<file path="src/rtl/stat_display_pkg.sv">
// Shared constants, hex segment table and display payload type for stat_display.
package stat_display_pkg;

  localparam int unsigned NUM_DIGITS      = 8;
  localparam int unsigned DIGITS_PER_HALF = 4;
  localparam int unsigned DIG_W           = $clog2(NUM_DIGITS);
  localparam int unsigned CNT_W           = 16;

  localparam logic [6:0] SEG_BLANK = 7'h7F;

  // Two counter values shown side by side on one page
  typedef struct packed {
    logic [CNT_W-1:0] left;
    logic [CNT_W-1:0] right;
  } page_word_t;

  // Active-low g..a pattern; b and d are lowercase
  function automatic logic [6:0] hex_pattern(input logic [3:0] nib);
    logic [6:0] pat;
    case (nib)
      4'h0:    pat = 7'h40;
      4'h1:    pat = 7'h79;
      4'h2:    pat = 7'h24;
      4'h3:    pat = 7'h30;
      4'h4:    pat = 7'h19;
      4'h5:    pat = 7'h12;
      4'h6:    pat = 7'h02;
      4'h7:    pat = 7'h78;
      4'h8:    pat = 7'h00;
      4'h9:    pat = 7'h10;
      4'hA:    pat = 7'h08;
      4'hB:    pat = 7'h03;
      4'hC:    pat = 7'h46;
      4'hD:    pat = 7'h21;
      4'hE:    pat = 7'h06;
      default: pat = 7'h0E;
    endcase
    return pat;
  endfunction

endpackage

</file>
<file path="src/rtl/stat_display_hex7seg.sv">
// Combinational nibble to active-low seven-segment pattern, with blanking.
module hex7seg
  import stat_display_pkg::*;
(
  input  logic [3:0] nib_i,
  input  logic       blank_i,
  output logic [6:0] pat_c_o
);

  assign pat_c_o = blank_i ? SEG_BLANK : hex_pattern(nib_i);

endmodule

</file>
<file path="src/rtl/stat_display.sv">
// Snapshots four 16-bit statistics counters and scans two of them onto an 8-digit display.
// Optional leading-zero blanking per half is enabled by defining STAT_DISPLAY_BLANK_ZERO_EN.
module stat_display
  import stat_display_pkg::*;
#(
  parameter int unsigned SCAN_DIV = 50000
) (
  input  logic             clk,
  input  logic             RST,
  input  logic [CNT_W-1:0] cnt_a,
  input  logic [CNT_W-1:0] cnt_b,
  input  logic [CNT_W-1:0] cnt_c,
  input  logic [CNT_W-1:0] cnt_d,
  input  logic             freeze,
  input  logic             page_btn,
  output logic [7:0]       an,
  output logic [7:0]       seg
);

  localparam int unsigned SCAN_W = $clog2(SCAN_DIV) + 1;
  localparam logic [SCAN_W-1:0] SCAN_LAST = SCAN_W'(SCAN_DIV - 1);

  logic [CNT_W-1:0]      snap_a_q, snap_b_q, snap_c_q, snap_d_q;
  logic [CNT_W-1:0]      snap_a_d, snap_b_d, snap_c_d, snap_d_d;
  logic                  btn_q, btn_d;
  logic                  page_q, page_d;
  logic [SCAN_W-1:0]     scan_cnt_q, scan_cnt_d;
  logic [DIG_W-1:0]      digit_idx_q, digit_idx_d;
  logic [NUM_DIGITS-1:0] an_q, an_d;
  logic [7:0]            seg_q, seg_d;

  page_word_t       word_c;
  logic [CNT_W-1:0] half_c;
  logic [1:0]       nib_sel_c;
  logic [3:0]       nib_c;
  logic             blank_c;
  logic [6:0]       pat_c;
  logic             scan_wrap_c;

  // Select the nibble under the currently lit digit
  always_comb begin
    word_c.left  = page_q ? snap_c_q : snap_a_q;
    word_c.right = page_q ? snap_d_q : snap_b_q;
    half_c       = digit_idx_q[2] ? word_c.left : word_c.right;
    nib_sel_c    = digit_idx_q[1:0];
    nib_c        = half_c[{nib_sel_c, 2'b00} +: 4];
`ifdef STAT_DISPLAY_BLANK_ZERO_EN
    blank_c      = (nib_sel_c != 2'd0) && ((half_c >> {nib_sel_c, 2'b00}) == '0);
`else
    blank_c      = 1'b0;
`endif
  end

  hex7seg u_hex7seg (
    .nib_i   (nib_c),
    .blank_i (blank_c),
    .pat_c_o (pat_c)
  );

  // Next-state: snapshot, page toggle, scan timing and output image
  always_comb begin
    snap_a_d    = snap_a_q;
    snap_b_d    = snap_b_q;
    snap_c_d    = snap_c_q;
    snap_d_d    = snap_d_q;
    btn_d       = page_btn;
    page_d      = page_q ^ (page_btn & ~btn_q);
    scan_wrap_c = (scan_cnt_q == SCAN_LAST);
    scan_cnt_d  = scan_wrap_c ? '0 : scan_cnt_q + SCAN_W'(1);
    digit_idx_d = scan_wrap_c ? digit_idx_q + DIG_W'(1) : digit_idx_q;
    an_d        = ~(NUM_DIGITS'(1) << digit_idx_q);
    seg_d       = {~((digit_idx_q == '0) && page_q), pat_c};
    if (!freeze) begin
      snap_a_d = cnt_a;
      snap_b_d = cnt_b;
      snap_c_d = cnt_c;
      snap_d_d = cnt_d;
    end
  end

  always_ff @(posedge clk) begin
    if (!RST) begin
      snap_a_q    <= '0;
      snap_b_q    <= '0;
      snap_c_q    <= '0;
      snap_d_q    <= '0;
      btn_q       <= 1'b0;
      page_q      <= 1'b0;
      scan_cnt_q  <= '0;
      digit_idx_q <= '0;
      an_q        <= '1;
      seg_q       <= '1;
    end else begin
      snap_a_q    <= snap_a_d;
      snap_b_q    <= snap_b_d;
      snap_c_q    <= snap_c_d;
      snap_d_q    <= snap_d_d;
      btn_q       <= btn_d;
      page_q      <= page_d;
      scan_cnt_q  <= scan_cnt_d;
      digit_idx_q <= digit_idx_d;
      an_q        <= an_d;
      seg_q       <= seg_d;
    end
  end

  assign an  = an_q;
  assign seg = seg_q;

endmodule

</file>
<file path="config.mk">
export PLATFORM = sky130hd
export DESIGN_NAME = stat_display
export DESIGN_NICKNAME = d
export VERILOG_FILES = /design/src/rtl/stat_display_pkg.sv /design/src/rtl/stat_display_hex7seg.sv /design/src/rtl/stat_display.sv
export SDC_FILE = /design/constraint.sdc
export NUM_CORES = 1
export LEC_CHECK = 0
export CORE_ASPECT_RATIO = 1.1
export CORE_UTILIZATION = 35
export DETAILED_ROUTE_END_ITERATION = 8
export SETUP_SLACK_MARGIN = 0.3
export SLEW_MARGIN = 20
export SYNTH_ARGS = -nofsm -noshare
export SYNTH_HDL_FRONTEND = slang
export SYNTH_SLANG_ARGS = --single-unit
</file>
<file path="constraint.sdc">
create_clock -name clk -period 3.4 [get_ports clk]
set_input_delay 0.34 -clock clk [delete_from_list [all_inputs] [get_ports clk]]
set_output_delay 0.34 -clock clk [all_outputs]
set_load 0.005 [all_outputs]
</file>
Yosys cells after proc, flatten, opt, wreduce, memory -nomap -nowiden
Memory sizes are Yosys's and may differ from the RTL's. A register that Yosys moved wholly into a read port is not among the register bits.
Index checks and enable logic that the tools add are counted.
{"block": "word_totals", "inputBits": 68, "out_inout_bits": 16, "mem_bits_ro": 112, "regBits": 102, "n_memories": 1}
{"block": "op_classes", "addsub": 2, "shifts": 2, "reduce_logical": 4, "bitwise": 6, "mux": 3, "n_eq_ne": 1}
{"memory": "(name not given)", "words": 16, "word_bits": 7, "rd": 1, "rd_ports_with_merged_regs": 1, "write_ports": 0, "line": "stat_display_pkg.sv:20", "rtl": "case (nib)"}
{"cell": "$mux 16", "n": 3}
{"cell": "$add 17x1->17 const B", "n": 1}
{"cell": "$eq 17x16->1 const B", "n": 1}
{"cell": "$shiftx 16x5->4", "n": 1}
{"cell": "$not 8->8", "n": 1}
{"cell": "$shl 1x3->8 const A", "n": 1}
{"cell": "$add 3x1->3 const B", "n": 1}
{"cell": "$logic_not 3->1", "n": 1}
{"cell": "$not 1->1", "n": 3}
{"cell": "$reduce_or 2->1", "n": 1}
{"cell": "$and 1x1->1", "n": 1}
{"cell": "$logic_and 1x1->1", "n": 1}
{"cell": "$logic_not 1->1", "n": 1}
{"cell": "$xor 1x1->1", "n": 1}

Depth between registers and ports, before layout
{"block": "logic_depth", "depth_word": 3, "mapped_depth": 12, "mapped_depth_nobuf": 9}

Hierarchy
From an unflattened synthesis, not the netlist that was laid out.
{"block": "unflattened", "hier_cells": 427, "hier_area_um2": 4419.2}
{"mod": "stat_display", "n_inst": 1, "seq_area_each_um2": 2042.0, "cells_each": 392, "area_each_um2": 4120.2}
{"mod": "hex7seg", "n_inst": 1, "seq_area_each_um2": 0.0, "cells_each": 35, "area_each_um2": 299.0}

Worst setup path before layout
OpenSTA, ideal clock, no wires.
{"block": "synth_path", "path_type": "reg2reg", "startpoint": "register digit_idx_q[2]", "endpoint": "register seg_q[5], in the netlist seg[5]", "setup_ps": 122, "synth_period_minus_slack_ps": 2469, "path_stages_with_launch": 11, "setup_slack_ps": 931, "arrival_time_ps": 2348, "path_cell_list": "dfxtp_1 -> buf_6 -> mux4_2 -> a22oi_1 -> and3_1 -> inv_1 -> ha_1 -> inv_1 -> a21oi_1 -> o21bai_1 -> a221o_1"}
{"block": "synth_via", "elab_chain_cells": 2}
{"item": "start, declared", "line": "stat_display.sv:28", "rtl": "logic [DIG_W-1:0] digit_idx_q, digit_idx_d;"}
{"item": "start signal, assigned", "line": "stat_display.sv:101", "rtl": "digit_idx_q <= digit_idx_d;"}
{"item": "$mux 16", "line": "stat_display.sv:44", "rtl": "half_c = digit_idx_q[2] ? word_c.left : word_c.right;"}
{"item": "$shiftx 16x5->4", "line": "stat_display.sv:46", "rtl": "nib_c = half_c[{nib_sel_c, 2'b00} +: 4];"}
{"item": "end, declared", "line": "stat_display.sv:30", "rtl": "logic [7:0] seg_q, seg_d;"}
No other way between the ends.
A chain may end at the register's enable or synchronous reset.

Final worst setup path
{"block": "layout_path", "startpoint": "register page_q", "endpoint": "register seg_q[3], in the netlist seg[3]"}
{"block": "layout_via", "elab_chain_cells": 3}
{"item": "start, declared", "line": "stat_display.sv:26", "rtl": "logic page_q, page_d;"}
{"item": "start signal, assigned", "line": "stat_display.sv:99", "rtl": "page_q <= page_d;"}
{"item": "$mux 16 (on tied branches)", "line": "stat_display.sv:43, stat_display.sv:42"}
{"item": "$mux 16 *", "line": "stat_display.sv:44"}
{"item": "$shiftx 16x5->4 *", "line": "stat_display.sv:46"}
Mark *: on every way between the ends. The rest lies on a longest branch, timed or not.

==> run metrics <==
Longest Clk Path Bufs 2; Top-Level Pins 84; cell count after synthesis 435; slowest CP cell dfxtp_1; die area around 13000 um2; first-pass GRT wire length between 15 and 20 mm; mapped cell area ~4500 um2; RSZ-0062 raised after global routing false; Comb pwr share 0.124; later-pin clock latency in the skew report about 350 ps; part of the power in the clock network 0.388; CP Capture Type flip-flop; clock sinks between 100 and 150; vias in the first global route 3108; worst vdd ir about 0.00028 V; Final #Nets 589; Root Driver clkbuf_16; sw frac 0.237; Synth Area in Compound Gates 0.0608; LEAKAGE between 0.002 and 0.0025 uW; Post-synth EDFFs 0; top post-synthesis cells by area dfxtp_1 (46%), mux2i_1 (16%), nor2_1 (8.0%); Buffers on Ports 83; Post-Synth Adder-Cell Area 0.0363; Starting Density 0.358; CTS H-tree depth 3; Switch Pwr ~630 uW; Yosys reg bits just over 100; xor and xnor fraction of the mapped netlist area 0.0313; main combinational cell family by area after synthesis multiplexers; PwrDens 464 nW/um2; Worst slew margin 0.291; Arr. time, crit path 2930 ps; Final ANT Viol Nets 0; outcome finished, final reports clean; ant diodes 0; Setup Viol. Count Final 0; max incr delay on CP ~740 ps; Sequential Power Share 0.488; DRC Markers 0; FP Rows 43; ys flop type dfxtp_1; register area share after synthesis 0.455; clk_skew 8.03 ps; Area Growth Syn to Fin 27.6%; kind of critical path flip-flop to flip-flop; vias per cell 4.92; critical path fanouts, max 13; Die Width 110 um; Pre-Repair DR Iteration Count 4; Hold Fails Final Rpt 0; Fill cells roughly 1200; Int Power slightly above 2000 uW; Cell variety after synth 46; Final period util 0.796; Synth Warn # 0; Core Box Area roughly 13000 um2; post-synthesis simple-gate area fraction 0.148; TNS Setup 0 ps; f_max approximately 0.37 GHz; path type of the worst min-delay path flip-flop to flip-flop; CTS Buf Count 9; total power draw 2650 uW; max_cap viols 0; mux contribution to synthesized area 0.231; crit-path cells mux4_2 -> a22oi_1 -> and3_1 -> inv_1 -> ha_1 -> a2111oi_0 -> o21ai_1; grt ovf 0; Clock Pin Slew Worst Setup and Hold Paths about 70 ps; syn nets slightly above 500; via count 3295; Initial DRC Count 85; final slew viol count 0; sum of routed wire length over all layers ~9.7 mm; HPWL Detailed about 7 mm; CP Data Required Time approximately 3600 ps; Post-synth top cells dfxtp_1 (102), nor2_1 (95), mux2i_1 (71), clkbuf_1 (15), nand2_1 (14); drt wl/cell between 10 and 15 um; die height ~120 um; startpoint types flip-flop; area share of the largest cell type after synthesis 0.455; leading area contributor after synthesis dfxtp_1; Final Wtd Congestion ~0.83; share of cells above drive strength 1 0.0819; initial antenna violation count 0; largest net degree at the start of global routing 65; Slew @ Worst Pin approximately 1100 ps; Avg Cell Area, Syn about 10 um2; fraction of registers with async set/reset 0; GRT Overall Usage 0.156; CTS tree done; most frequent cell after synthesis dfxtp_1; min Tclk post-route 2710 ps
layout by cell type (no fill, tap or decap), types with 9 or more instances in the layout:
cell type	instances
mux4_2	11
inv_1	10
dfxtp_1	101
xnor2_1	12
clkdlybuf4s50_1	82
nand3_1	11
nor2_1	95
ha_1	13
mux2i_1	71
nand2_1	14
clkbuf_16	9
what timing repair did:
action / in CTS / in global routing
endpoints found under the setup margin: 0 / 1
hold endpoints to repair: 0 / 0
hold buffers: 0 / 0
gates resized for setup: 0 / 1
setup buffers: 0 / 0
cell families after synthesis:
logic type,Yosys count
fa+ha+maj,13
xor+xnor,16
simple gates,150
compound gates,32
flops,102
buf+inv,37
mux,85
flip-flops by register name, summed over array words and instances (netlist names):
| register | flops |
|---|---|
| digit_idx_q | 3 |
| snap_b_q | 16 |
| page_q | 1 |
| seg | 8 |
| scan_cnt_q | 17 |
| btn_q | 1 |
| snap_c_q | 16 |
| snap_d_q | 16 |
| an | 8 |
| snap_a_q | 16 |
worst max-delay path: cells and delay by family (launching register included):
family / cells / cell delay [ps]
flops: 1 / 740
compound gates: 3 / 720
mux: 1 / 400
simple gates: 1 / 330
fa+ha+maj: 1 / 260
buf+inv: 1 / 120
power by group through the flow:
stage / clock network, uW / registers [uW] / logic (uW)
CTS: 1050 / 1300 / 332
finish: 1030 / 1300 / 329
global route: 1110 / 1300 / 359
detailed placement: 0 / 1320 / 330
floorplan: 0 / 1310 / 192
global placement: 0 / 1320 / 323
through the flow:
stage / std cells / util / worst slack, ps / instance area [um2] / hold WS (ps)
after CTS: 670 / 0.456 / 506 / 5720 / 452
after floorplan: 435 / - / 931 / 4480 / 418
after global routing: 670 / 0.457 / 486 / 5720 / 469
after detailed placement: 654 / 0.433 / 529 / 5420 / 440
final: 670 / 0.457 / 693 / 5720 / 447
after global placement: 654 / 0.433 / 656 / 5420 / 431
path summary, 6_finish.rpt:
| check | depth (start not counted) | endpoint | from | slack, ps |
|---|---|---|---|---|
| max | 7 | seg[3] | page_q | 690 |
| min | 1 | scan_cnt_q[0] | scan_cnt_q[0] | 450 |
| max reg2reg | 7 | seg[3] | page_q | 690 |
| min reg2reg | 1 | scan_cnt_q[0] | scan_cnt_q[0] | 450 |
layer usage:
layer | vias to the layer above | part of all wire | GRT usage
li1 | 1658 | - | -
met1 | 1541 | 0.48 | 0.214
met2 | 84 | 0.46 | 0.243
met3 | 12 | 0.046 | 0.0361
met4 | 0 | 0.011 | 0.0475
met5 | - | 0 | 0
final cells by class:
cell class	count	area, um2	area share
clock buffers	10	229	0.0400
clock inverters	6	68.8	0.0120
inverters	11	41.3	0.00721
multi-input cells	296	2280	0.398
flip-flops and latches	102	2040	0.357
well taps	157	196	0.0343
repair buffers	88	866	0.151
(Power assumes the default switching activity.)
